File: src/rtl/cla_wide_add_seq.sv
// Wide add/subtract sequencer: feeds one DATA_WID-bit slice per clock, LSW first,
// through an external combinational adder and registers the carry between words.
module cla_wide_add_seq #(
  parameter int unsigned DATA_WID  = 16,
  parameter int unsigned NUM_WORDS = 4
) (
  input  logic                          clk,
  input  logic                          rst_n,
  input  logic                          req_valid,
  output logic                          req_ready,
  input  logic                          req_sub,
  input  logic [DATA_WID*NUM_WORDS-1:0] req_a,
  input  logic [DATA_WID*NUM_WORDS-1:0] req_b,
  output logic [DATA_WID-1:0]           add_in1,
  output logic [DATA_WID-1:0]           add_in2,
  output logic                          add_cin,
  input  logic [DATA_WID-1:0]           add_sum,
  input  logic                          add_cout,
  output logic                          rsp_valid,
  input  logic                          rsp_ready,
  output logic [DATA_WID*NUM_WORDS-1:0] rsp_sum,
  output logic                          rsp_cout,
  output logic                          rsp_ovf,
  output logic                          busy
);

  localparam int unsigned W     = DATA_WID * NUM_WORDS;
  localparam int unsigned HW    = W - DATA_WID;
  localparam int unsigned IDX_W = (NUM_WORDS > 2) ? $clog2(NUM_WORDS) : 1;
  localparam logic [IDX_W-1:0] LAST_IDX = IDX_W'(NUM_WORDS - 1);

  typedef enum logic [1:0] {
    S_IDLE = 2'd0,
    S_RUN  = 2'd1,
    S_DONE = 2'd2
  } state_t;

  state_t              r_state;
  logic [HW-1:0]       r_a_hi;
  logic [HW-1:0]       r_b_hi;
  logic [HW-1:0]       r_acc;
  logic [IDX_W-1:0]    r_idx;
  logic [DATA_WID-1:0] r_in1;
  logic [DATA_WID-1:0] r_in2;
  logic                r_cin;
  logic [W-1:0]        r_sum;
  logic                r_cout;
  logic                r_ovf;
  logic                r_req_ready;
  logic                r_rsp_valid;
  logic                r_busy;

  logic [W-1:0]        w_b_eff;
  logic                w_a_msb;
  logic                w_b_msb;

  assign w_b_eff = req_sub ? ~req_b : req_b;
  assign w_a_msb = r_a_hi[HW-1];
  assign w_b_msb = r_b_hi[HW-1];

  // Word 0 goes straight into the adder input registers at accept; only words
  // 1..NUM_WORDS-1 are held, so r_a_hi/r_b_hi word i is operand word i+1.
  always_ff @(posedge clk or negedge rst_n) begin
    if (!rst_n) begin
      r_state     <= S_IDLE;
      r_a_hi      <= '0;
      r_b_hi      <= '0;
      r_acc       <= '0;
      r_idx       <= '0;
      r_in1       <= '0;
      r_in2       <= '0;
      r_cin       <= 1'b0;
      r_sum       <= '0;
      r_cout      <= 1'b0;
      r_ovf       <= 1'b0;
      r_req_ready <= 1'b1;
      r_rsp_valid <= 1'b0;
      r_busy      <= 1'b0;
    end else begin
      case (r_state)
        S_IDLE: begin
          if (req_valid) begin
            r_a_hi      <= req_a[W-1:DATA_WID];
            r_b_hi      <= w_b_eff[W-1:DATA_WID];
            r_in1       <= req_a[DATA_WID-1:0];
            r_in2       <= w_b_eff[DATA_WID-1:0];
            r_cin       <= req_sub;
            r_idx       <= '0;
            r_state     <= S_RUN;
            r_req_ready <= 1'b0;
            r_busy      <= 1'b1;
          end
        end
        S_RUN: begin
          if (r_idx == LAST_IDX) begin
            r_sum       <= {add_sum, r_acc};
            r_cout      <= add_cout;
            r_ovf       <= (w_a_msb == w_b_msb) && (add_sum[DATA_WID-1] != w_a_msb);
            r_in1       <= '0;
            r_in2       <= '0;
            r_cin       <= 1'b0;
            r_state     <= S_DONE;
            r_rsp_valid <= 1'b1;
          end else begin
            r_acc[r_idx*DATA_WID +: DATA_WID] <= add_sum;
            r_in1 <= r_a_hi[r_idx*DATA_WID +: DATA_WID];
            r_in2 <= r_b_hi[r_idx*DATA_WID +: DATA_WID];
            r_cin <= add_cout;
            r_idx <= r_idx + IDX_W'(1);
          end
        end
        S_DONE: begin
          if (rsp_ready) begin
            r_state     <= S_IDLE;
            r_rsp_valid <= 1'b0;
            r_busy      <= 1'b0;
            r_req_ready <= 1'b1;
          end
        end
        default: begin
          r_state     <= S_IDLE;
          r_in1       <= '0;
          r_in2       <= '0;
          r_cin       <= 1'b0;
          r_rsp_valid <= 1'b0;
          r_busy      <= 1'b0;
          r_req_ready <= 1'b1;
        end
      endcase
    end
  end

  assign req_ready = r_req_ready;
  assign rsp_valid = r_rsp_valid;
  assign busy      = r_busy;
  assign add_in1   = r_in1;
  assign add_in2   = r_in2;
  assign add_cin   = r_cin;
  assign rsp_sum   = r_sum;
  assign rsp_cout  = r_cout;
  assign rsp_ovf   = r_ovf;

endmodule

File: config.mk
export PLATFORM = sky130hd
export DESIGN_NAME = cla_wide_add_seq
export DESIGN_NICKNAME = d
export VERILOG_FILES = /design/src/rtl/cla_wide_add_seq.sv
export SDC_FILE = /design/constraint.sdc
export NUM_CORES = 1
export LEC_CHECK = 0
export ABC_CLOCK_PERIOD_IN_PS = 4500
export CORE_MARGIN = 4
export CORE_UTILIZATION = 55
export DETAILED_ROUTE_END_ITERATION = 10
export HOLD_SLACK_MARGIN = 0.1
export PLACE_DENSITY_LB_ADDON = 0.12
export SLEW_MARGIN = 25
export SYNTH_ARGS = -nofsm -noshare
export SYNTH_HDL_FRONTEND = slang
export SYNTH_SLANG_ARGS = --single-unit
File: constraint.sdc
create_clock -name clk -period 4.5 [get_ports clk]
set_clock_uncertainty 0.2 [all_clocks]
set_input_delay 0.675 -clock clk [delete_from_list [all_inputs] [get_ports clk]]
set_output_delay 0.675 -clock clk [all_outputs]
set_load 0.005 [all_outputs]
# After elaboration in Yosys (flattened, before gate mapping)
# Cells that the tools add are included.
# totals
regBits,250
in_bits,150
output_inout_bits,102
# op_classes
add_sub_neg,2
eq_ne,9
n_shift,4
n_mux,26
n_bitwise,5
reduce_logical,11
# ops
cell,count
16-bit case mux with 3 select lines,2
48-bit by 7-bit indexed part select with 16-bit output,2
16-bit 2-to-1 mux,4
64-bit 2-to-1 mux,1
64-bit NOT,1
48-bit bitwise mux,1
"16-bit by 34-bit variable shift with 48-bit output, first input constant",1
16-bit by 34-bit indexed part select with 48-bit output,1
6-bit negator with 34-bit output,1
1-bit case mux with 3 select lines,4
3-bit AND reduction,4
2-bit 2-to-1 mux,5
"2-bit inequality test, second input constant",4
2-bit AND reduction,4
1-bit 2-to-1 mux,7
2-bit case mux with 3 select lines,1
"2-bit == test, second input constant",2
1-bit NOT,4
2-bit case mux with 2 select lines,1
"2-bit by 1-bit adder with 2-bit output, second input constant",1
"2-bit by 1-bit == test with 1-bit output, second input constant",1
2-bit zero test,1
2-bit nonzero test,1
1-bit == test,1
other kinds (2),2

# Longest topological paths before layout
# logic_depth
word_depth,4
mapped_depth,10
ltp_nobuf,6

# Least setup slack after synthesis
# Ideal clock, no wire load.
# synth_path
path_kind,reg-to-reg
startpoint,register r_idx[1]
endpoint,register r_acc[12]
setup_time_ps,83
arrival_time_ps,1919
path_slack_ps,2298
stages_incl_launch_ff,9
path_cell_list,dfrtp_1 -> buf_2 -> inv_1 -> buf_2 -> ha_1 -> nor3_2 -> buf_2 -> nand2_1 -> o21ai_0
# synth_between
elab_chain_len,3
word_cells_on_any_way,7
# synth_lines
element,line,rtl
"start, declared",42,logic [IDX_W-1:0] r_idx;
"start signal, assigned",109,r_idx <= r_idx + IDX_W'(1);
6-bit negator with 34-bit output / 2-bit == test (equally long branches),"105, 95",
"16-bit by 34-bit indexed part select with 48-bit output, or another cell as far along",105,r_acc[r_idx*DATA_WID +: DATA_WID] <= add_sum;
48-bit bitwise mux / 2-bit AND reduction (equally long branches),-,
"end signal, assigned by index",105,
"end, declared",41,logic [HW-1:0] r_acc;
# Parallel ways exist; a longest one is shown, timed or not.
# A chain may end at the register's enable or synchronous reset.

# Final worst setup path
# layout_path
startpoint,register r_idx[1]
endpoint,"register r_sum[44], in the netlist rsp_sum[44]"
# layout_between
elab_chain_len,2
# layout_lines
element,line,rtl
2-bit == test,95,if (r_idx == LAST_IDX) begin
2-bit AND reduction (no line),-,
"end signal, assigned",96,"r_sum <= {add_sum, r_acc};"
"end, declared",46,logic [W-1:0] r_sum;
# No other way between the ends.

==> key figures <==
Worst setup path
  • R2R Path Start: r_idx[1]
  • Arr. time, crit path: ~3 ns
  • Reg-to-Reg End: rsp_sum[44]
  • Setup crit end kind: flip-flop
  • Max Fanout on Critical Path: 67
  • CP cell instances: buf_4 > ha_1 > nand2_4 > mux2_4
  • FF-to-FF path depth: 4
  • Worst path slowest cell: buf_4
  • CP Launch Type: flip-flop
  • Worst R2R Setup Slack: 1.65 ns
  • Critical path class: flip-flop to flip-flop
  • Slowest stage delay, CP: between 0.5 and 0.6 ns
  • Critical Path RT: about 4.7 ns

Die
  • FP Rows: around 50
  • Die Area: 22,700 um2
  • Core ar.: between 15,000 and 20,000 um2
  • Die X-Extent: ~150 um
  • Io pins: around 250
  • Die height: around 150 um
  • Initial Utilization: a little under three fifths

Detailed routing
  • Wirelength per Cell: around 18 um
  • Total wire length: between 20 and 30 mm
  • DRC: 0
  • Drt pass-1 iters: 5
  • Vias/cell: around 5.4
  • Iter 0 DRT Violations: between 300 and 400
  • Detail Route Antenna Nets: 0
  • Total number of vias: about 8.0k

Timing
  • Final Slew Violations: 0
  • Hold slack: ~0.28 ns
  • Slew @ Worst Pin: 1.05 ns
  • Max-slew headroom: roughly 30%
  • Tmin final: roughly 2.8 ns
  • Final setup TNS: 0 ns
  • FMAX: ~0.35 GHz
  • Final hold violations: 0
  • RSZ-0062 raised after global routing: false
  • Tcrit/Tclk final: 63.3%
  • Final Setup Violations: 0

CTS
  • Clock buffers created by TritonCTS: 26
  • TritonCTS clock tree: built
  • CTS Sinks: 250
  • Post_cts resized: 0
  • Clock buffer depth: 3
  • Clock latency on the worst-skew pair: roughly 0.53 ns
  • CTS Hold Bufs: 0
  • Setup Fix Bufs, Post-CTS: 0
  • H-Tree Depth: 1
  • Root buf cell: clkbuf_16
  • Clk pin slew, worst setup/hold paths: 0.06 ns

Synth
  • Synthesized flop and latch total: 250
  • Syn avg cell area: about 12 um2
  • Post-synthesis sequential area ratio: between 50% and 60%
  • Synth warnings: 0
  • Mapped cell area: 11,200 um2
  • Post-synth EDFFs: 0
  • Main synth FF type: dfrtp_1
  • Async set or reset register ratio after synthesis: 100%
  • Yosys cell types: 39
  • Synth Net Count: 1,125
  • Cells after Synth: 969

Pwr
  • Seq pwr share: 38.2%
  • P_leak: 6.36 nW
  • Sw Share: around 33%
  • Power per Cell Area: slightly below 700 nW/um2
  • VDD IR max: about 0.41 mV
  • P_sw: between 0.003 and 0.004 W
  • Cell Int Power: just under 0.007 W
  • Clk pwr share: roughly 22%
  • Tot Pwr: 0.0103 W
  • Logic pwr share: between 30% and 40%

Cells and area
  • Finished Cell Area: ~15,000 um2
  • Area Growth Syn to Fin: 31.7%
  • Commonest non-fill, non-tap cell in the layout: clkdlybuf4s50_1
  • Antenna cells: 0
  • Layout cells sized above 1: between 15 and 20%
  • Most frequent cells in the layout: clkdlybuf4s50_1, dfrtp_1, nand2_1
  • Fin nets: 1,347

Global route
  • Gr ovfl total: 0
  • Vias in the first global route: slightly below 8k
  • Initial antenna violation count: 1
  • Total GRT Usage: 23.2%
  • Global-route wire length before repair: ~42 mm
  • Largest net degree at the start of global routing: between 100 and 150

Worst hold path
  • Min-Delay Path Class: flip-flop to flip-flop
  • Min-Delay Path Depth: 2
  • Worst hold endpoint: add_in1[13]
  • Worst min-delay path startpoint: add_in1[13]

Placement
  • # port buffers: ~250
  • GPL Wtd Cong: between 0.8 and 0.9
  • Post-DP HPWL: 18.1 mm
  • Placed cell area: around 14,000 um2

Flow run
  • Max-capacitance violation count: 0

Run status
  • Outcome: finished clean
==> cell usage after synthesis (2+ instances only) <==
cell      number  share of area (%)
dfrtp_1      249                 56
nand2_1      104                3.5
a21oi_1       90                4.0
mux2_2        86                8.6
nor2_1        83                2.8
xnor2_1       64                5.0
o21ai_0       60                2.7
buf_2         32                1.4
mux2i_1       32                2.9
mux2_4        28                3.7
clkbuf_1      20               0.67
a22o_1        19                1.5
nand3b_1      17                1.1
a21o_1        15                1.0
a32oi_1       15                1.2
buf_6         11                1.1
buf_4          6               0.40
ha_1           6               0.67
o21ai_1        5               0.22
inv_1          4               0.13
nand2_2        2               0.11
nor2b_1        2               0.11
o22ai_1        2               0.11
or2_2          2               0.11
==> worst max-delay path, delay by kind of cell (launching register included) <==
kind	cells	cell delay (ns)
multiplexers	1	0.53
flip-flops	1	0.37
adder cells (fa/ha/maj)	1	0.41
buffers and inverters	1	0.59
AND/OR/NAND/NOR	1	0.58
==> state kept, by name, indices dropped and copies added (netlist names) <==
| signal | cells |
|---|---|
| r_b_hi | 48 |
| r_a_hi | 48 |
| rsp_cout | 1 |
| req_ready | 1 |
| add_in2 | 16 |
| rsp_sum | 64 |
| add_in1 | 16 |
| r_idx | 2 |
| r_acc | 48 |
| rsp_valid | 1 |
| add_cin | 1 |
| busy | 1 |
| rsp_ovf | 1 |
| r_state | 2 |
==> area by class of cell <==
type,instances,area (um2)
Timing Repair Buffer,264,2670
Tap cell,265,332
Inverter,5,18.8
Sequential cell,250,6260
Clock inverter,11,151
Multi-Input combinational cell,644,4550
Clock buffer,37,792
Fill cell,1382,5010
==> kinds of logic after synthesis <==
group	Yosys count	share of synthesized area, %
simple gates	219	8.60
mux	146	15.2
flops	250	55.8
compound gates	209	10.9
fa+ha+maj	6	0.669
xor+xnor	64	5.00
buf+inv	75	3.80
==> metrics by stage <==
step | utilization [%] | setup slack (ns) | std cells
after floorplan | - | 2.30 | 969
after global placement | 69.6 | 1.56 | 1425
after detailed placement | 69.6 | 1.49 | 1425
after CTS | 74.4 | 1.44 | 1473
after global routing | 74.7 | 1.52 | 1476
final | 74.7 | 1.65 | 1476
==> how the worst max path moves through the flow <==
stage	endpoint	startpoint	cells after the start	slack, ns
6_report	rsp_sum[44]	r_idx[1]	4	1.65
5_1_grt	rsp_sum[37]	r_idx[1]	4	1.52
4_1_cts	r_acc[33]	r_state[0]	4	1.44
3_5_place_dp	r_acc[33]	r_state[0]	4	1.49
3_3_place_gp	add_in2[6]	r_state[0]	5	1.56
2_1_floorplan	r_acc[12]	r_idx[1]	8	2.30
==> power by group through the flow <==
stage	Combinational (W)	Sequential (W)	Clock [W]
2_1_floorplan	0.00254	0.00379	0
3_3_place_gp	0.00395	0.00389	0
3_5_place_dp	0.00405	0.00395	0
4_1_cts	0.00409	0.00392	0.00233
5_1_grt	0.00447	0.00404	0.00243
6_report	0.00407	0.00392	0.00229
==> metal layers <==
layer  vias up  track usage (%)  part of all wire (%)
met2       243             37.0                    47
met1      3921             33.3                    44
li1       3770                -                     -
met5         -                0                 0.030
met3        40             4.19                   6.5
met4         2             6.12                   2.3
Power figures use the tool's default switching activity.
